### config.mk
export PLATFORM = sky130hd
export DESIGN_NAME = imm_gen_pipe_flat
export DESIGN_NICKNAME = d
export VERILOG_FILES = /design/src/rtl/imm_gen_pipe_if.sv /design/src/rtl/imm_gen_pipe.sv /design/src/flat_wrapper.sv
export SDC_FILE = /design/constraint.sdc
export NUM_CORES = 1
export LEC_CHECK = 0
export ABC_AREA = 1
export CORE_MARGIN = 4
export CORE_UTILIZATION = 35
export CTS_CLUSTER_DIAMETER = 30
export DETAILED_ROUTE_END_ITERATION = 16
export PLACE_DENSITY = 0.66
export SYNTH_ARGS = -nofsm -noshare
export SYNTH_HDL_FRONTEND = slang
export SYNTH_SLANG_ARGS = --single-unit
### constraint.sdc
create_clock -name clk_i -period 1.3 [get_ports clk_i]
set_input_delay 0.195 -clock clk_i [delete_from_list [all_inputs] [get_ports clk_i]]
set_output_delay 0.195 -clock clk_i [all_outputs]
set_load 0.03 [all_outputs]
### src/rtl/imm_gen_pipe_if.sv
// Fetch-to-decode handshake bundle for the immediate generator: instruction in, decoded immediate out.
interface imm_gen_pipe_if #(
    parameter int XLEN  = 32,
    parameter int TAG_W = 32
);
    logic             in_valid_i;
    logic             in_ready_o;
    logic [31:0]      instr_i;
    logic [TAG_W-1:0] tag_i;
    logic             out_valid_o;
    logic             out_ready_i;
    logic [XLEN-1:0]  imm_o;
    logic [2:0]       fmt_o;
    logic             illegal_o;
    logic [TAG_W-1:0] tag_o;

    modport slave (
        input  in_valid_i, instr_i, tag_i, out_ready_i,
        output in_ready_o, out_valid_o, imm_o, fmt_o, illegal_o, tag_o
    );
    modport master (
        output in_valid_i, instr_i, tag_i, out_ready_i,
        input  in_ready_o, out_valid_o, imm_o, fmt_o, illegal_o, tag_o
    );
endinterface

### src/rtl/imm_gen_pipe.sv
// RV immediate generator behind a 2-entry skid buffer; every output comes straight from a flop.
module imm_gen_pipe #(
    parameter int XLEN  = 32,
    parameter int TAG_W = 32
) (
    input  logic          clk_i,
    input  logic          rst_ni,
    imm_gen_pipe_if.slave bus
);
    localparam bit RV64 = (XLEN == 64);

    typedef enum logic [2:0] {
        FMT_NONE = 3'd0, FMT_I = 3'd1, FMT_S = 3'd2, FMT_B = 3'd3,
        FMT_U = 3'd4, FMT_J = 3'd5, FMT_CSRZ = 3'd6, FMT_CSRA = 3'd7
    } fmt_e;

    typedef struct packed {
        logic             vld;
        logic [XLEN-1:0]  imm;
        fmt_e             fmt;
        logic             ill;
        logic [TAG_W-1:0] tag;
    } ent_t;

    ent_t m_q, m_d, k_q, k_d, dec;
    logic [31:0] w;
    logic        acc, pop;
    logic        unused_f3;

    assign w         = bus.instr_i;
    assign unused_f3 = ^w[13:12];

    always_comb begin
        dec     = '0;
        dec.vld = 1'b1;
        dec.tag = bus.tag_i;
        dec.fmt = FMT_NONE;
        if (w[1:0] != 2'b11) begin
            dec.ill = 1'b1;
        end else begin
            unique case (w[6:0])
                7'b0110011: ;
                7'b0111011: dec.ill = !RV64;
                7'b0010011, 7'b0000011, 7'b1100111, 7'b0001111: begin
                    dec.fmt = FMT_I;
                    dec.imm = XLEN'($signed(w[31:20]));
                end
                7'b0011011: begin
                    if (RV64) begin
                        dec.fmt = FMT_I;
                        dec.imm = XLEN'($signed(w[31:20]));
                    end else begin
                        dec.ill = 1'b1;
                    end
                end
                7'b0100011: begin
                    dec.fmt = FMT_S;
                    dec.imm = XLEN'($signed({w[31:25], w[11:7]}));
                end
                7'b1100011: begin
                    dec.fmt = FMT_B;
                    dec.imm = XLEN'($signed({w[31], w[7], w[30:25], w[11:8], 1'b0}));
                end
                7'b0110111, 7'b0010111: begin
                    dec.fmt = FMT_U;
                    dec.imm = XLEN'($signed({w[31:12], 12'b0}));
                end
                7'b1101111: begin
                    dec.fmt = FMT_J;
                    dec.imm = XLEN'($signed({w[31], w[19:12], w[20], w[30:21], 1'b0}));
                end
                7'b1110011: begin
                    // funct3[2] separates the CSR*I forms (uimm in rs1) from register CSR ops / ECALL.
                    if (w[14]) begin
                        dec.fmt = FMT_CSRZ;
                        dec.imm = XLEN'(w[19:15]);
                    end else begin
                        dec.fmt = FMT_CSRA;
                        dec.imm = XLEN'(w[31:20]);
                    end
                end
                default: dec.ill = 1'b1;
            endcase
        end
    end

    assign bus.in_ready_o = !k_q.vld;
    assign acc            = bus.in_valid_i && !k_q.vld;
    assign pop            = m_q.vld && bus.out_ready_i;

    always_comb begin
        m_d = m_q;
        k_d = k_q;
        if (pop) begin
            if (k_q.vld) begin
                m_d     = k_q;
                k_d.vld = 1'b0;
            end else if (!acc) begin
                m_d.vld = 1'b0;
            end
        end
        // K is only ever written when M is stalled, so ordering is M then K.
        if (acc) begin
            if (!m_q.vld || bus.out_ready_i) m_d = dec;
            else                             k_d = dec;
        end
    end

    always_ff @(posedge clk_i or negedge rst_ni) begin
        if (!rst_ni) begin
            m_q <= '0;
            k_q <= '0;
        end else begin
            m_q <= m_d;
            k_q <= k_d;
        end
    end

    assign bus.out_valid_o = m_q.vld;
    assign bus.imm_o       = m_q.imm;
    assign bus.fmt_o       = m_q.fmt;
    assign bus.illegal_o   = m_q.ill;
    assign bus.tag_o       = m_q.tag;
endmodule

### src/flat_wrapper.sv
// flat-port wrapper written by rule: the top's interface ports become plain ports
module imm_gen_pipe_flat 
#(
    parameter int XLEN  = 32,
    parameter int TAG_W = 32
)
  (clk_i, rst_ni, bus_in_valid_i, bus_instr_i, bus_tag_i, bus_out_ready_i, bus_in_ready_o, bus_out_valid_o, bus_imm_o, bus_fmt_o, bus_illegal_o, bus_tag_o);
  imm_gen_pipe_if #(.XLEN(XLEN), .TAG_W(TAG_W)) bus_i ();
  input  logic clk_i;
  input  logic rst_ni;
  input wire logic [$bits(bus_i.in_valid_i)-1:0] bus_in_valid_i;
  input wire logic [$bits(bus_i.instr_i)-1:0] bus_instr_i;
  input wire logic [$bits(bus_i.tag_i)-1:0] bus_tag_i;
  input wire logic [$bits(bus_i.out_ready_i)-1:0] bus_out_ready_i;
  output wire logic [$bits(bus_i.in_ready_o)-1:0] bus_in_ready_o;
  output wire logic [$bits(bus_i.out_valid_o)-1:0] bus_out_valid_o;
  output wire logic [$bits(bus_i.imm_o)-1:0] bus_imm_o;
  output wire logic [$bits(bus_i.fmt_o)-1:0] bus_fmt_o;
  output wire logic [$bits(bus_i.illegal_o)-1:0] bus_illegal_o;
  output wire logic [$bits(bus_i.tag_o)-1:0] bus_tag_o;
  assign bus_i.in_valid_i = bus_in_valid_i;
  assign bus_i.instr_i = bus_instr_i;
  assign bus_i.tag_i = bus_tag_i;
  assign bus_i.out_ready_i = bus_out_ready_i;
  assign bus_in_ready_o = bus_i.in_ready_o;
  assign bus_out_valid_o = bus_i.out_valid_o;
  assign bus_imm_o = bus_i.imm_o;
  assign bus_fmt_o = bus_i.fmt_o;
  assign bus_illegal_o = bus_i.illegal_o;
  assign bus_tag_o = bus_i.tag_o;
  imm_gen_pipe #(.XLEN(XLEN), .TAG_W(TAG_W)) u_core (.clk_i(clk_i), .rst_ni(rst_ni), .bus(bus_i));
endmodule
======== Word-level counts from Yosys, hierarchy flattened ========
Cells that the tools add are included.
storage, ports and cells
  ROM bits ................................ 0
  bits in latches ......................... 0
  memories ................................ 0
  register bits ........................... 138
  word-level logic and storage cells ...... 46
  bits in writable memories ............... 0
  output and inout bits ................... 70
operators by class
  equal/unequal tests ..................... 12
  mux-type cells .......................... 14
  reductions and logical operators ........ 9
  bitwise gates (word level) .............. 1
  shifts and indexed selects .............. 0
  $add $sub $neg .......................... 0
  $mul .................................... 0
  divide/modulo/power cells ............... 0
  magnitude comparators ................... 0
operators with widths
  operator                                             count
  2-to-1 mux 69 bit                                    5
  case mux 35 bit (6 select lines)                     1
  2-to-1 mux 68 bit                                    1
  2-to-1 mux 35 bit                                    1
  equality test 7 bit, second input constant           4
  equality test 7 x 6 -> 1 bit, second input constant  3
  2-to-1 mux 15 bit                                    1
  equality test 7 x 5 -> 1 bit, second input constant  2
  OR reduction 11 bit                                  1
  equality test 7 x 2 -> 1 bit, second input constant  1
  equality test 7 x 4 -> 1 bit, second input constant  1
  2-to-1 mux 1 bit                                     5
  OR reduction 4 bit                                   1
  logical AND 1 bit                                    2
  zero test 1 bit                                      2
  inequality test 2 bit, second input constant         1
  AND reduction 2 bit                                  1
  OR reduction 2 bit                                   1
  logical OR 1 bit                                     1
  inverter 1 bit                                       1

======== Depth between registers and ports, before layout ========
Gate-level depths: netlist of the first run.
  depth after elaboration ................. 7
  depth in mapped cells ................... 11
  gate-level depth less buffers ........... 10

======== Least setup slack after synthesis of the first run ========
No wires, ideal clock.
  kind .................................... flip-flop to flip-flop
  start ................................... register u_core.m_q (netlist bit u_core.bus.out_valid_o)
  end ..................................... register u_core.k_q[57] (netlist name)
  library setup time ...................... 0.117 ns
  required time ........................... 1.183 ns
  cell stages (with the launch flop) ...... 10
  path slack .............................. -0.266 ns
  arrival ................................. 1.449 ns
  cell sequence ........................... dfrtp_1 inv_1 nor2_1 inv_1 nor2_1 inv_2 buf_2 buf_2 nand2_1 nand2_1
between the ends
  word-level cells in the longest chain between the ends .. 4
ends and longest elaborated chain
  what                                  RTL line             RTL
  start: declaration                    imm_gen_pipe.sv:25   ent_t m_q, m_d, k_q, k_d, dec;
  start signal: assignment              imm_gen_pipe.sv:114  m_q <= m_d;
  zero test 1 bit                       imm_gen_pipe.sv:104  if (!m_q.vld || bus.out_ready_i) m_d = dec;
  logical OR 1 bit                      imm_gen_pipe.sv:104
  inverter 1 bit (no source line)       -
  AND reduction 2 bit (no source line)  -
  end signal: assignment                imm_gen_pipe.sv:115  k_q <= k_d;
  end: declaration                      imm_gen_pipe.sv:25
Every way passes these cells.
A chain may end at the register's enable or synchronous reset.

======== Worst setup path after layout of the first run ========
  start ................................... register u_core.m_q (netlist bit u_core.bus.out_valid_o)
  end ..................................... register u_core.k_q[35] (netlist name)
The elaborated chain is that of the path after synthesis.

==> impl_metrics.csv, run 1 <==
group,metric,value,unit
timing,slew_viol_final,0,
timing,fmax,681,MHz
synth,synth_top_family_by_area,"simple AND/OR/NAND/NOR gates",
synth,synth-main-ff-cell,"dfrtp_1",
synth,synth_fa_ha_area_share,0,%
pwr,clock_power_share,23.3,%
timing,timing.final.ws_setup,-168,ps
floorplanning,die_w,148,um
timing,rsz0062_at_grt,"true",
synth,syn_nets,966,
synth,syn_area,0.00684,mm2
grt,antenna_found_initial,0,
route,avgViaCountPerCell,5.18,
critical_path,critPathArrivalTime,1800,ps
synth,synth_edf_count,0,
final_layout,drive_gt1_share,32.4,%
final_layout,utilization,57.9,%
synth,synth_compound_area_share,12.8,%
placed_design,place_congestion,0.870,
pwr,finalPower,22.1,mW
synth,synth_seq_area_share,50.5,%
timing,maxSlewHeadroom,77.4,%
clocking,root_buffer,"clkbuf_16",
grt,overflow,0,
run_status,status,"finished with violations",
pwr,combPwrFrac,45.4,%
final_layout,syn_to_final_growth,60.6,%
timing,finalHoldViolCount,0,
synth,muxShareOfSynthArea,0,%
synth,synth.area.top_cells,"dfrtp_1 51%, nand2_1 19%, o21ai_0 5.6%, inv_1 3.5%, nor2_1 3.5%",
synth,synth.avg_cell_area,7.61,um2
grt,track_usage,20.3,%
synth,synth_largest_area_cell,"dfrtp_1",
route,dr.first_iter.drc_count,658,
synth,syn_inst,898,
flow_run,max_cap_violations,0,
route,firstDrtPassIters,6,
timing,setup_viol,130,
final_layout,final_cells,1379,
final_layout,fin_nets,1174,
run_status,violations,"negative setup slack",
final_layout,fill_cells,1625,
synth,ys_types,30,
grt,grt_max_degree,45,
route,drt-total-wl,24600,um
clocking,cts.path.max_buffers,2,
timing,final.setup.tns,-6080,ps
pwr,p_per_area,2010,mW/mm2
floorplanning,io_pins,138,
floorplanning,die_area,0.0218,mm2
floorplanning,initial_utilization,36.1,%
clocking,htreeDepth,4,
route,routedWlPerCell,17.8,um
synth,ys_ff_latch,138,
synth,synthArstFlopShare,100,%
clocking,clk_latency,430,ps
synth,synth.most_common_cell,"nand2_1",
placed_design,port_buffers,137,
critical_path,r2r_start,"u_core.bus.out_valid_o",
clocking,clkTransAtPathRegs,70,ps
critical_path,crit_path_start,"u_core.bus.out_valid_o",
route,antenna_left,0,
route,drc,0,
critical_path,cp-end-kind,"flop",
synth,ys.warnings.count,0,
worst_hold_path,hold_class,"in -> async",
critical_path,path_class,"reg -> reg",
pwr,power_leakage,5.74,nW
clocking,cts_tree,"yes",
route,num_vias,7149,
clocking,cts.sinks,138,
pwr,ir_drop,0.996,mV
placed_design,dp_cells,1305,
final_layout,antenna_cells,0,
critical_path,cp.required,1640,ps
floorplanning,die_h,148,um
clocking,cts_buffers,17,
timing,finalClockSkew,7.98,ps
synth,synth_common_cells,"345 x nand2_1, 138 x dfrtp_1, 77 x o21ai_0",
pwr,p_sw,8.84,mW
synth,synth_top_area_share,50.5,%
critical_path,cp-start-kind,"flop",
pwr,seqPwrFrac,31.3,%
grt,grt_pass1_vias,6772,
floorplanning,coreArea,0.0190,mm2
critical_path,crit_fanout,8,
pwr,swShare,40.0,%
synth,yosys.area_share.simple,29.1,%
pwr,intPower,13.2,mW
floorplanning,row_count,50,
placed_design,dp_worst_setup_slack,-561,ps
placed_design,dp_hpwl,13700,um
synth,synth_xor_area_share,0,%
timing,tightest_slew,339,ps
timing,fin_crit_sh,113,%
grt,grt_pass1_wl,35600,um
timing,period_minus_slack,1470,ps
sequential cells by signal, indices dropped and copies added, names as in the netlist:
signal and cells:
u_core.bus.tag_o 32, u_core.bus.fmt_o 3, u_core.bus.out_valid_o 1, u_core.bus.illegal_o 1
u_core.k_q 69, u_core.bus.imm_o 32
final cells by class:
class	instances	area (um2)	area share (%)
tap	260	325	2.96
timing repair buffer	239	2830	25.8
inverter	69	284	2.59
multi-input combinational	641	3470	31.6
clock inverter	14	173	1.57
sequential	138	3450	31.5
clock buffer	18	439	4.00
layer usage:
metal	vias to the layer above	track usage (%)	wire, um
met1	3419	28.6	10500
met2	341	32.0	11300
met5	-	0	0
met3	67	3.83	2010
met4	0	6.20	825
li1	3322	-	-
stage by stage:
step / cell area [um2] / hold WS [ps]
floorplan: 6910 / -101
finish: 11000 / 236
detailed placement: 9170 / 114
global route: 11000 / 258
global placement: 9170 / 114
CTS: 10400 / 236
worst max-delay path: stages, from the launching register on:
cell and delay (ps):
dfrtp_2 390, inv_2 50, nor2_4 120, inv_2 70, nor2_4 180, buf_12 200
buf_12 140, nor2_4 40, a31oi_1 180
cell usage in the layout, fill, tap and decap left out, types with 27 or more instances in the layout:
master	synthesis	final
buf_12	0	46
buf_2	21	38
buf_4	1	50
clkbuf_16	0	27
clkdlybuf4s50_1	0	59
dfrtp_1	138	137
inv_1	64	58
nand2_1	345	267
nand2_2	7	68
nand3_1	47	38
nor2_1	63	56
o21ai_0	77	29
o21ai_1	1	38
repair_timing:
item                                   4_1_cts  5_1_grt
resized for setup                          289      176
endpoints found under the hold margin       78        0
setup buffers                               15        5
hold buffers                                 1        0
setup endpoints to repair                  177      161
cloned                                       8       14
pin swaps                                   34       41
power groups by stage:
stage	Combinational, mW	Sequential (mW)	Clock [mW]
after floorplan	2.90	8.25	0
after global placement	8.32	6.79	0
after detailed placement	8.41	6.83	0
after CTS	9.19	6.82	5.17
after global routing	10.7	7.09	5.38
final	10.0	6.92	5.14
worst paths after layout:
| check | end | slack, ps | cells past startpoint |
|---|---|---|---|
| max | u_core.k_q[35] | -170 | 8 |
| min | u_core.bus.tag_o[4] | 240 | 2 |
| max reg2reg | u_core.k_q[35] | -170 | 8 |
| min reg2reg | u_core.k_q[58] | 480 | 2 |
| max in group asynchronous | u_core.bus.tag_o[28] | 520 | 3 |
| min in group clk_i | u_core.k_q[13] | 330 | 3 |
kinds of logic after synthesis:
family | count (synthesis)
AO/OA/AOI/OAI | 154
flip-flops | 138
buffers and inverters | 122
AND/OR/NAND/NOR | 484
Note: power is estimated with default switching activity, not from simulation.
==> inputs of run 2 (changes only) <==
GPL_TIMING_DRIVEN = 0   (was unset)
==> impl_metrics.csv, run 2 (synthesis results as in run 1) <==
group,metric,value,unit
clocking,clk_latency,430,ps
final_layout,seq_area,0.00346,mm2
critical_path,critPathArrivalTime,1800,ps
pwr,clock_power_share,26.5,%
pwr,combPwrFrac,40.4,%
critical_path,cp-end-kind,"flop",
pwr,p_per_area,2050,mW/mm2
timing,fmax,672,MHz
run_status,violations,"negative setup slack",
timing,maxSlewHeadroom,66.7,%
grt,grt_pass1_wl,35000,um
grt,track_usage,20.1,%
route,dr.first_iter.drc_count,522,
pwr,intPower,12.0,mW
placed_design,port_buffers,136,
final_layout,largest_reg_flops,69,
placed_design,dp_hpwl,15100,um
timing,final.setup.tns,-12570,ps
final_layout,drive_gt1_share,22.9,%
pwr,ir_drop,1.18,mV
floorplanning,die_h,148,um
critical_path,cp-start-kind,"flop",
critical_path,crit_fanout,8,
critical_path,slowest_delay,440,ps
placed_design,place_congestion,0.937,
pwr,p_sw,8.18,mW
grt,grt_max_degree,95,
grt,overflow,0,
floorplanning,io_pins,138,
floorplanning,initial_utilization,36.1,%
clocking,cts.sinks,138,
clocking,root_buffer,"clkbuf_16",
final_layout,regMostFlops,"u_core.k_q",
pwr,power_leakage,5.21,nW
timing,setup_viol,137,
final_layout,final_cells,1353,
floorplanning,die_w,148,um
pwr,swShare,40.5,%
critical_path,cp_slowest_cell,"dfrtp_2",
route,avgViaCountPerCell,5.00,
floorplanning,die_area,0.0218,mm2
critical_path,path_class,"reg -> reg",
clocking,clkTransAtPathRegs,70,ps
timing,finalClockSkew,8.75,ps
pwr,finalPower,20.2,mW
timing,rsz0062_at_grt,"true",
final_layout,fill_cells,1808,
route,firstDrtPassIters,5,
final_layout,syn_to_final_growth,43.9,%
grt,grt_pass1_vias,6520,
timing,period_minus_slack,1490,ps
final_layout,final_cell_mix,"336 x nand2_1, 136 x dfrtp_1, 60 x inv_1, 57 x clkdlybuf4s50_1, 56 x nor2_1",
final_layout,fin_area,0.00983,mm2
final_layout,fin_nets,1148,
timing,hold_slack,287,ps
final_layout,final_common_cell,"nand2_1",
final_layout,antenna_cells,0,
grt,antenna_found_initial,0,
critical_path,cp_cell_sequence,"inv_4 > nand2_4 > nor2_4 > inv_6 > clkbuf_16 > o21ai_1 > o21bai_1 > nand2_1",
route,drc,0,
placed_design,dpl_cell_area,0.00863,mm2
timing,tightest_slew,500,ps
worst_hold_path,hold_class,"in -> async",
route,num_vias,6766,
route,antenna_left,0,
clocking,cts.path.max_buffers,2,
timing,timing.final.ws_setup,-188,ps
route,drt-total-wl,22300,um
floorplanning,row_count,50,
clocking,cts_buffers,17,
placed_design,dp_cells,1295,
floorplanning,coreArea,0.0190,mm2
run_status,status,"finished with violations",
final_layout,utilization,51.9,%
final_layout,multiInputGateArea,0.00312,mm2
flow_run,max_cap_violations,0,
pwr,seqPwrFrac,33.2,%
timing,finalHoldViolCount,0,
timing,slew_viol_final,0,
clocking,cts_tree,"yes",
critical_path,cp.required,1610,ps
clocking,htreeDepth,4,
placed_design,dp_worst_setup_slack,-786,ps
timing,fin_crit_sh,114,%
route,routedWlPerCell,16.5,um
==> run 2: cell types whose count changed in the layout (fill, tap and decap cells not counted), sizes merged, moves of 2 or more <==
cell	previous run	this run
buf	160	103
nand2	357	355
clkdlybuf4s50	59	57
dlymetal6s2s	2	5
clkdlybuf4s15	2	21
dlygate4sd2	5	1
clkbuf	28	44
==> run 2: power groups by stage <==
stage / combinational, mW / sequential (mW) / clock, mW
2_1_floorplan: 2.90 / 8.25 / 0
5_1_grt: 8.80 / 6.91 / 5.61
3_3_place_gp: 7.64 / 6.69 / 0
4_1_cts: 7.83 / 6.66 / 5.38
3_5_place_dp: 7.73 / 6.71 / 0
6_report: 8.16 / 6.70 / 5.34
==> run 2: worst max-delay path: cells and delay by family, from the launching register on <==
| kind | cells | cell delay [ps] |
|---|---|---|
| AND/OR/NAND/NOR | 3 | 370 |
| flip-flops | 1 | 440 |
| AO/OA/AOI/OAI | 2 | 210 |
| buffers and inverters | 3 | 360 |
==> run 2: area by class of cell <==
cell class,instances,area share [%]
flip-flops and latches,138,35.1
clock inverters,15,2.25
clock buffers,17,4.33
multi-input cells,639,31.7
plain buffers,53,5.48
well taps,260,3.31
repair buffers,162,14.9
inverters,69,2.86
==> run 2: timing repair <==
| item | CTS | global route |
|---|---|---|
| hold buffers | 1 | 0 |
| setup buffers | 12 | 6 |
| endpoints found under the setup margin | 206 | 159 |
| pin swaps | 9 | 9 |
| hold endpoints to repair | 44 | 0 |
| gates cloned | 4 | 4 |
| gates resized for setup | 427 | 74 |
==> run 2: per-layer routing <==
metal	routed length, um	global-route usage (%)	vias to the layer above
li1	-	-	3243
met1	10400	28.6	3234
met2	10100	30.9	250
met3	1350	4.35	39
met4	444	6.01	0
met5	0	0	-
==> run 2: worst paths after layout <==
kind                           startpoint                   end  slack [ps]  depth (start not counted)
max                        u_core.k_q[68]  u_core.bus.imm_o[21]        -190                          8
min                                rst_ni        u_core.k_q[49]         290                          2
max reg2reg                u_core.k_q[68]  u_core.bus.imm_o[21]        -190                          8
min reg2reg                u_core.k_q[53]        u_core.k_q[53]         480                          2
max in group asynchronous          rst_ni        u_core.k_q[44]         200                          3
min in group clk_i         bus_instr_i[4]  u_core.bus.illegal_o         290                          4
